===== src/rtl/alu_seq_pkg.sv =====
// Shared types for the nibble-serial ALU sequencer: op encodings, FSM states, slice width.
package alu_seq_pkg;

   localparam int NIBBLE_W = 4;

   typedef enum logic [1:0] {
      OP_AND = 2'b00,
      OP_OR  = 2'b01,
      OP_ADD = 2'b10,
      OP_SUB = 2'b11
   } op_e;

   typedef enum logic [1:0] {
      ST_IDLE = 2'b00,
      ST_EXEC = 2'b01,
      ST_DONE = 2'b10
   } state_e;

endpackage


===== src/rtl/alu_nibble_slice.sv =====
// Combinational 4-bit ALU slice. SUB is treated as ADD here; the caller supplies ~b and cin=1.
module alu_nibble_slice
   import alu_seq_pkg::*;
(
   input  logic [NIBBLE_W-1:0] a,
   input  logic [NIBBLE_W-1:0] b,
   input  op_e                 op,
   input  logic                cin,
   output logic [NIBBLE_W-1:0] f,
   output logic                cout,
   output logic                c3
);

   logic [3:0] lo_sum;
   logic [1:0] hi_sum;

   // Split at bit 3 so the carry into the MSB is visible for signed overflow.
   always_comb begin
      lo_sum = {1'b0, a[2:0]} + {1'b0, b[2:0]} + {3'b000, cin};
      hi_sum = {1'b0, a[3]} + {1'b0, b[3]} + {1'b0, lo_sum[3]};
      f      = '0;
      cout   = 1'b0;
      c3     = 1'b0;
      case (op)
         OP_AND: f = a & b;
         OP_OR:  f = a | b;
         default: begin
            f    = {hi_sum[0], lo_sum[2:0]};
            cout = hi_sum[1];
            c3   = lo_sum[3];
         end
      endcase
   end

endmodule


===== src/rtl/alu_seq_ctrl.sv =====
// Two-requester arbiter and nibble-serial sequencer around one 4-bit ALU slice.
// Optional `ALU_SEQ_PERF_EN adds the perf_ops completed-handshake counter.
module alu_seq_ctrl
   import alu_seq_pkg::*;
#(
   parameter  int WORDS = 2,
   localparam int W     = NIBBLE_W * WORDS
) (
   input  logic          clk,
   input  logic          rst_n,
   input  logic          req0_valid,
   output logic          req0_ready,
   input  logic [1:0]    req0_op,
   input  logic [W-1:0]  req0_a,
   input  logic [W-1:0]  req0_b,
   input  logic          req1_valid,
   output logic          req1_ready,
   input  logic [1:0]    req1_op,
   input  logic [W-1:0]  req1_a,
   input  logic [W-1:0]  req1_b,
   output logic          rsp_valid,
   input  logic          rsp_ready,
   output logic          rsp_id,
   output logic [W-1:0]  rsp_result,
   output logic          rsp_zero,
   output logic          rsp_cout,
   output logic          rsp_overflow,
   output logic          busy
`ifdef ALU_SEQ_PERF_EN
   ,
   output logic [15:0]   perf_ops
`endif
);

   localparam int IDX_W = (WORDS > 1) ? $clog2(WORDS) : 1;
   typedef logic [IDX_W-1:0] idx_t;
   typedef logic [WORDS-1:0][NIBBLE_W-1:0] word_t;

   state_e state_q, state_d;
   op_e    op_q, op_d;
   word_t  a_q, a_d, b_q, b_d, result_q, result_d;
   idx_t   idx_q, idx_d;
   logic   id_q, id_d, last_grant_q, last_grant_d, carry_q, carry_d;
   logic   rsp_valid_q, rsp_valid_d, zero_q, zero_d;
   logic   cout_q, cout_d, ovf_q, ovf_d, busy_q, busy_d;
`ifdef ALU_SEQ_PERF_EN
   logic [15:0] perf_q, perf_d;
`endif

   logic                grant0, grant1, arith;
   logic [NIBBLE_W-1:0] slice_a, slice_b, slice_f;
   logic                slice_cout, slice_c3;

   assign arith   = (op_q == OP_ADD) || (op_q == OP_SUB);
   assign slice_a = a_q[idx_q];
   assign slice_b = (op_q == OP_SUB) ? ~b_q[idx_q] : b_q[idx_q];

   alu_nibble_slice u_slice (
      .a    (slice_a),
      .b    (slice_b),
      .op   (op_q),
      .cin  (carry_q),
      .f    (slice_f),
      .cout (slice_cout),
      .c3   (slice_c3)
   );

   // Round-robin: on contention the requester that did not win last time goes first.
   assign grant0     = req0_valid && (!req1_valid || last_grant_q);
   assign grant1     = req1_valid && (!req0_valid || !last_grant_q);
   assign req0_ready = (state_q == ST_IDLE) && grant0;
   assign req1_ready = (state_q == ST_IDLE) && grant1;

   always_comb begin
      state_d      = state_q;
      op_d         = op_q;
      a_d          = a_q;
      b_d          = b_q;
      result_d     = result_q;
      idx_d        = idx_q;
      id_d         = id_q;
      last_grant_d = last_grant_q;
      carry_d      = carry_q;
      rsp_valid_d  = rsp_valid_q;
      zero_d       = zero_q;
      cout_d       = cout_q;
      ovf_d        = ovf_q;
`ifdef ALU_SEQ_PERF_EN
      perf_d       = perf_q;
`endif
      case (state_q)
         ST_IDLE: begin
            if (grant0 || grant1) begin
               id_d         = grant1;
               last_grant_d = grant1;
               op_d         = grant1 ? op_e'(req1_op) : op_e'(req0_op);
               a_d          = grant1 ? req1_a : req0_a;
               b_d          = grant1 ? req1_b : req0_b;
               idx_d        = '0;
               carry_d      = grant1 ? (req1_op == OP_SUB) : (req0_op == OP_SUB);
               state_d      = ST_EXEC;
            end
         end
         ST_EXEC: begin
            result_d[idx_q] = slice_f;
            carry_d         = arith & slice_cout;
            if (idx_q == idx_t'(WORDS - 1)) begin
               cout_d      = arith & slice_cout;
               ovf_d       = arith & (slice_c3 ^ slice_cout);
               zero_d      = (result_d == '0);
               rsp_valid_d = 1'b1;
               state_d     = ST_DONE;
            end else begin
               idx_d = idx_q + idx_t'(1);
            end
         end
         ST_DONE: begin
            if (rsp_ready) begin
               rsp_valid_d = 1'b0;
               state_d     = ST_IDLE;
`ifdef ALU_SEQ_PERF_EN
               perf_d      = perf_q + 16'd1;
`endif
            end
         end
         default: state_d = ST_IDLE;
      endcase
      busy_d = (state_d != ST_IDLE);
   end

   always_ff @(posedge clk or negedge rst_n) begin
      if (!rst_n) begin
         state_q      <= ST_IDLE;
         op_q         <= OP_AND;
         a_q          <= '0;
         b_q          <= '0;
         result_q     <= '0;
         idx_q        <= '0;
         id_q         <= 1'b0;
         last_grant_q <= 1'b1;
         carry_q      <= 1'b0;
         rsp_valid_q  <= 1'b0;
         zero_q       <= 1'b0;
         cout_q       <= 1'b0;
         ovf_q        <= 1'b0;
         busy_q       <= 1'b0;
`ifdef ALU_SEQ_PERF_EN
         perf_q       <= '0;
`endif
      end else begin
         state_q      <= state_d;
         op_q         <= op_d;
         a_q          <= a_d;
         b_q          <= b_d;
         result_q     <= result_d;
         idx_q        <= idx_d;
         id_q         <= id_d;
         last_grant_q <= last_grant_d;
         carry_q      <= carry_d;
         rsp_valid_q  <= rsp_valid_d;
         zero_q       <= zero_d;
         cout_q       <= cout_d;
         ovf_q        <= ovf_d;
         busy_q       <= busy_d;
`ifdef ALU_SEQ_PERF_EN
         perf_q       <= perf_d;
`endif
      end
   end

   assign rsp_valid    = rsp_valid_q;
   assign rsp_id       = id_q;
   assign rsp_result   = result_q;
   assign rsp_zero     = zero_q;
   assign rsp_cout     = cout_q;
   assign rsp_overflow = ovf_q;
   assign busy         = busy_q;
`ifdef ALU_SEQ_PERF_EN
   assign perf_ops     = perf_q;
`endif

endmodule


===== config.mk =====
export PLATFORM = sky130hd
export DESIGN_NAME = alu_seq_ctrl
export DESIGN_NICKNAME = d
export VERILOG_FILES = /design/src/rtl/alu_seq_pkg.sv /design/src/rtl/alu_nibble_slice.sv /design/src/rtl/alu_seq_ctrl.sv
export SDC_FILE = /design/constraint.sdc
export NUM_CORES = 1
export LEC_CHECK = 0
export ABC_AREA = 0
export CORE_UTILIZATION = 36
export DETAILED_ROUTE_END_ITERATION = 10
export HOLD_SLACK_MARGIN = 0.03
export SYNTH_ARGS = -nofsm -noshare
export SYNTH_HDL_FRONTEND = slang
export SYNTH_SLANG_ARGS = --single-unit

===== constraint.sdc =====
create_clock -name clk -period 3.2 [get_ports clk]
set_input_delay 0.96 -clock clk [delete_from_list [all_inputs] [get_ports clk]]
set_output_delay 0.96 -clock clk [all_outputs]
set_load 0.05 [all_outputs]

==> flow_metrics.py <==
metrics = {
    "run": {
        "drv_cap": 0,
    },
    "sta": {
        "post-route-min-period_ns": 3.02,
        "hold_viol_final": 0,
        "setup_viol": 0,
        "rsz0062_at_grt": "no",
        "max_slew.worst_pin.slew_ns": 0.827,
        "skew_ns": 0.00305,
        "slew_headroom_pct": 44.9,
        "post-route-period-util_pct": 94.4,
        "finalMaxSlewViolations": 0,
        "final.setup.tns_ns": 0,
        "fmax_ghz": 0.331,
    },
    "worst_setup_path": {
        "crit_start": "req1_valid",
        "rr_worst_depth": 11,
        "worstSetupStartpointType": "input port",
        "timing.rr.start": "idx_q",
        "cp-end-kind": "output pin",
        "rr_endpoint": "rsp_zero",
        "crit_arrival_ns": 2.06,
        "endpoint": "req1_ready",
        "critPathMaxFanout": 3,
        "setup.worst_path.class": "in2out",
        "worstPathRequired_ns": 2.24,
        "reg2reg_slack_ns": 0.41,
    },
    "layout": {
        "utilization_pct": 52.6,
        "seq_area_sq_um": 927,
        "drive_above_1_share_pct": 8.27,
        "nFillCells": 535,
        "n_antenna_cell": 0,
        "fin_cells": 336,
        "multi_input_area_sq_um": 1000,
        "final_nets": 316,
        "syn_to_final_growth_pct": 37.0,
    },
    "grt": {
        "grt_use_total_pct": 14.5,
        "grt_max_degree": 42,
        "grt_pass1_wl_um": 6760,
        "grt_pass1_vias": 1459,
        "antenna_found_initial": 0,
        "grt_overflow": 0,
    },
    "synthesis": {
        "synth_seq_area_share_pct": 45.8,
        "yosysUniqueCellTypes": 32,
        "synth.area.top_cells": "dfrtp_1 (44%), mux2i_1 (13%), nand2_1 (6.9%)",
        "synth-seq-cells": 37,
        "syn_avg_cell_area_sq_um": 9.69,
        "synth_fp_nets": 259,
        "synthCells": 209,
        "ys.flop_type": "dfrtp_1",
        "yosysTopAreaCellShare_pct": 44.5,
        "synth-edff-count": 0,
        "synth_area_sq_um": 2020,
        "synth_common_cells": "nand2_1 (37), dfrtp_1 (36), mux2i_1 (26)",
        "yosys.cell_count.top_type": "nand2_1",
        "yosysWarnings": 0,
        "async_flop_share_pct": 100,
        "yosysTopAreaCell": "dfrtp_1",
    },
    "clock_tree": {
        "clockBufferDepth": 2,
        "clkLatencyLatePin_ns": 0.29,
        "post-cts-setup-buffers": 0,
        "cts_made_buffers": 5,
        "cts_max_level": 2,
        "cts_tree": "done",
        "cts_root_buffer": "clkbuf_8",
        "clock_sinks": 37,
        "hold_buffers": 0,
        "path_clk_slew_ns": 0.07,
        "cts_resized": 0,
    },
    "worst_hold_path": {
        "holdCritStartpoint": "rsp_result[7]",
        "min_path_type": "reg2reg",
    },
    "power": {
        "ir_drop_mv": 0.366,
        "intPower_mw": 1.58,
        "p_switching_mw": 1.35,
        "seqPwrFrac_pct": 28.1,
        "power.leakage_nw": 1.27,
        "cellPowerDensity_nw_per_um2": 1060,
        "combPwrFrac_pct": 60.8,
        "p_sw_share_pct": 46.1,
        "clkPwrFrac_pct": 11.2,
    },
    "drt": {
        "totalWireLength_um": 3980,
        "drtIter0Drc": 75,
        "wl_met2_um": 1870,
        "wl_per_cell_um": 11.8,
        "drt_first_pass_iters": 4,
        "drc": 0,
        "wl_met1_um": 1900,
        "topRoutingLayerUsed": "met4",
        "num_vias": 1571,
        "route.met3.wl_um": 183,
        "ant_nets": 0,
        "viasPerCell": 4.68,
    },
    "floorplan": {
        "dieArea_sq_um": 5930,
        "rows": 26,
        "core_sq_um": 5270,
        "die_y_um": 77.0,
        "start_util_pct": 38.4,
        "die_w_um": 77.0,
        "pin_count": 57,
    },
    "place": {
        "gp_congestion": 0.696,
        "port_buffers": 56,
        "dp.cells": 329,
        "dp_hpwl_um": 2970,
    },
    "status": {
        "outcome": "complete, no violations",
    },
}
-- per-layer routing --
metal	vias to the layer above	GRT usage [%]
met5	-	0
met4	0	3.40
met3	2	3.93
met2	43	23.1
met1	713	19.4
li1	813	-
-- worst min path at each step --
| stage | endpoint | slack [ns] | depth (start not counted) |
|---|---|---|---|
| 3_5_place_dp | rsp_zero | 0.47 | 2 |
| 2_1_floorplan | a_q[6] | 0.44 | 2 |
| 5_1_grt | a_q[0] | 0.50 | 2 |
| 6_report | rsp_result[7] | 0.48 | 2 |
| 3_3_place_gp | a_q[3] | 0.46 | 2 |
| 4_1_cts | a_q[6] | 0.48 | 2 |
-- layout by cell type, fill, tap and decap left out, types with 4 or more instances in the layout --
cell,instances
clkdlybuf4s50_1,53
nand2_1,37
o21ai_1,7
clkbuf_8,6
buf_4,5
inv_1,15
nand3_1,4
dfrtp_1,36
nor2_1,4
mux2i_1,26
a21oi_1,6
ha_1,6
o21ai_0,24
-- final cells by class --
cell class / instances / area share, %
Inverter: 15 / 2.03
Clock buffer: 7 / 3.11
Tap cell: 70 / 3.16
Multi-Input combinational cell: 146 / 36.1
Timing Repair Buffer: 61 / 22.1
Sequential cell: 37 / 33.4
-- power groups by stage --
stage / Combinational, mW / Clock, mW / Sequential, mW
floorplan: 1.09 / 0 / 1.04
global placement: 1.78 / 0 / 0.830
detailed placement: 1.80 / 0 / 0.835
CTS: 1.81 / 0.338 / 0.826
global route: 1.99 / 0.359 / 0.852
finish: 1.78 / 0.327 / 0.823
-- flip-flops by register name, indices dropped and copies added (netlist names), 2 cells and up --
register and cells:
rsp_result 8, op_q 2, state_q 2, b_q 8, a_q 8
-- cells by family after synthesis --
logic type      count (synthesis)  synth area share (%)
compound gates                 50                  14.0
mux                            28                  14.2
simple gates                   53                  11.7
buf+inv                        26                  5.07
xor+xnor                        6                  2.60
flops                          37                  45.8
fa+ha+maj                       9                  6.67
-- critical path, cell delays in order --
cell	delay, ns
clkdlybuf4s50_1	0.51
a21boi_2	0.18
and2_1	0.24
buf_12	0.16
-- stage by stage --
step | hold slack, ns | setup slack (ns) | power [mW] | area [sq um]
2_1_floorplan | 0.444 | 0.323 | 2.13 | 2020
3_3_place_gp | 0.462 | 0.217 | 2.61 | 2690
3_5_place_dp | 0.469 | 0.179 | 2.64 | 2690
4_1_cts | 0.484 | 0.180 | 2.97 | 2770
5_1_grt | 0.497 | 0.107 | 3.20 | 2770
6_report | 0.478 | 0.179 | 2.93 | 2770
Note: power is estimated with default switching activity, not from simulation.
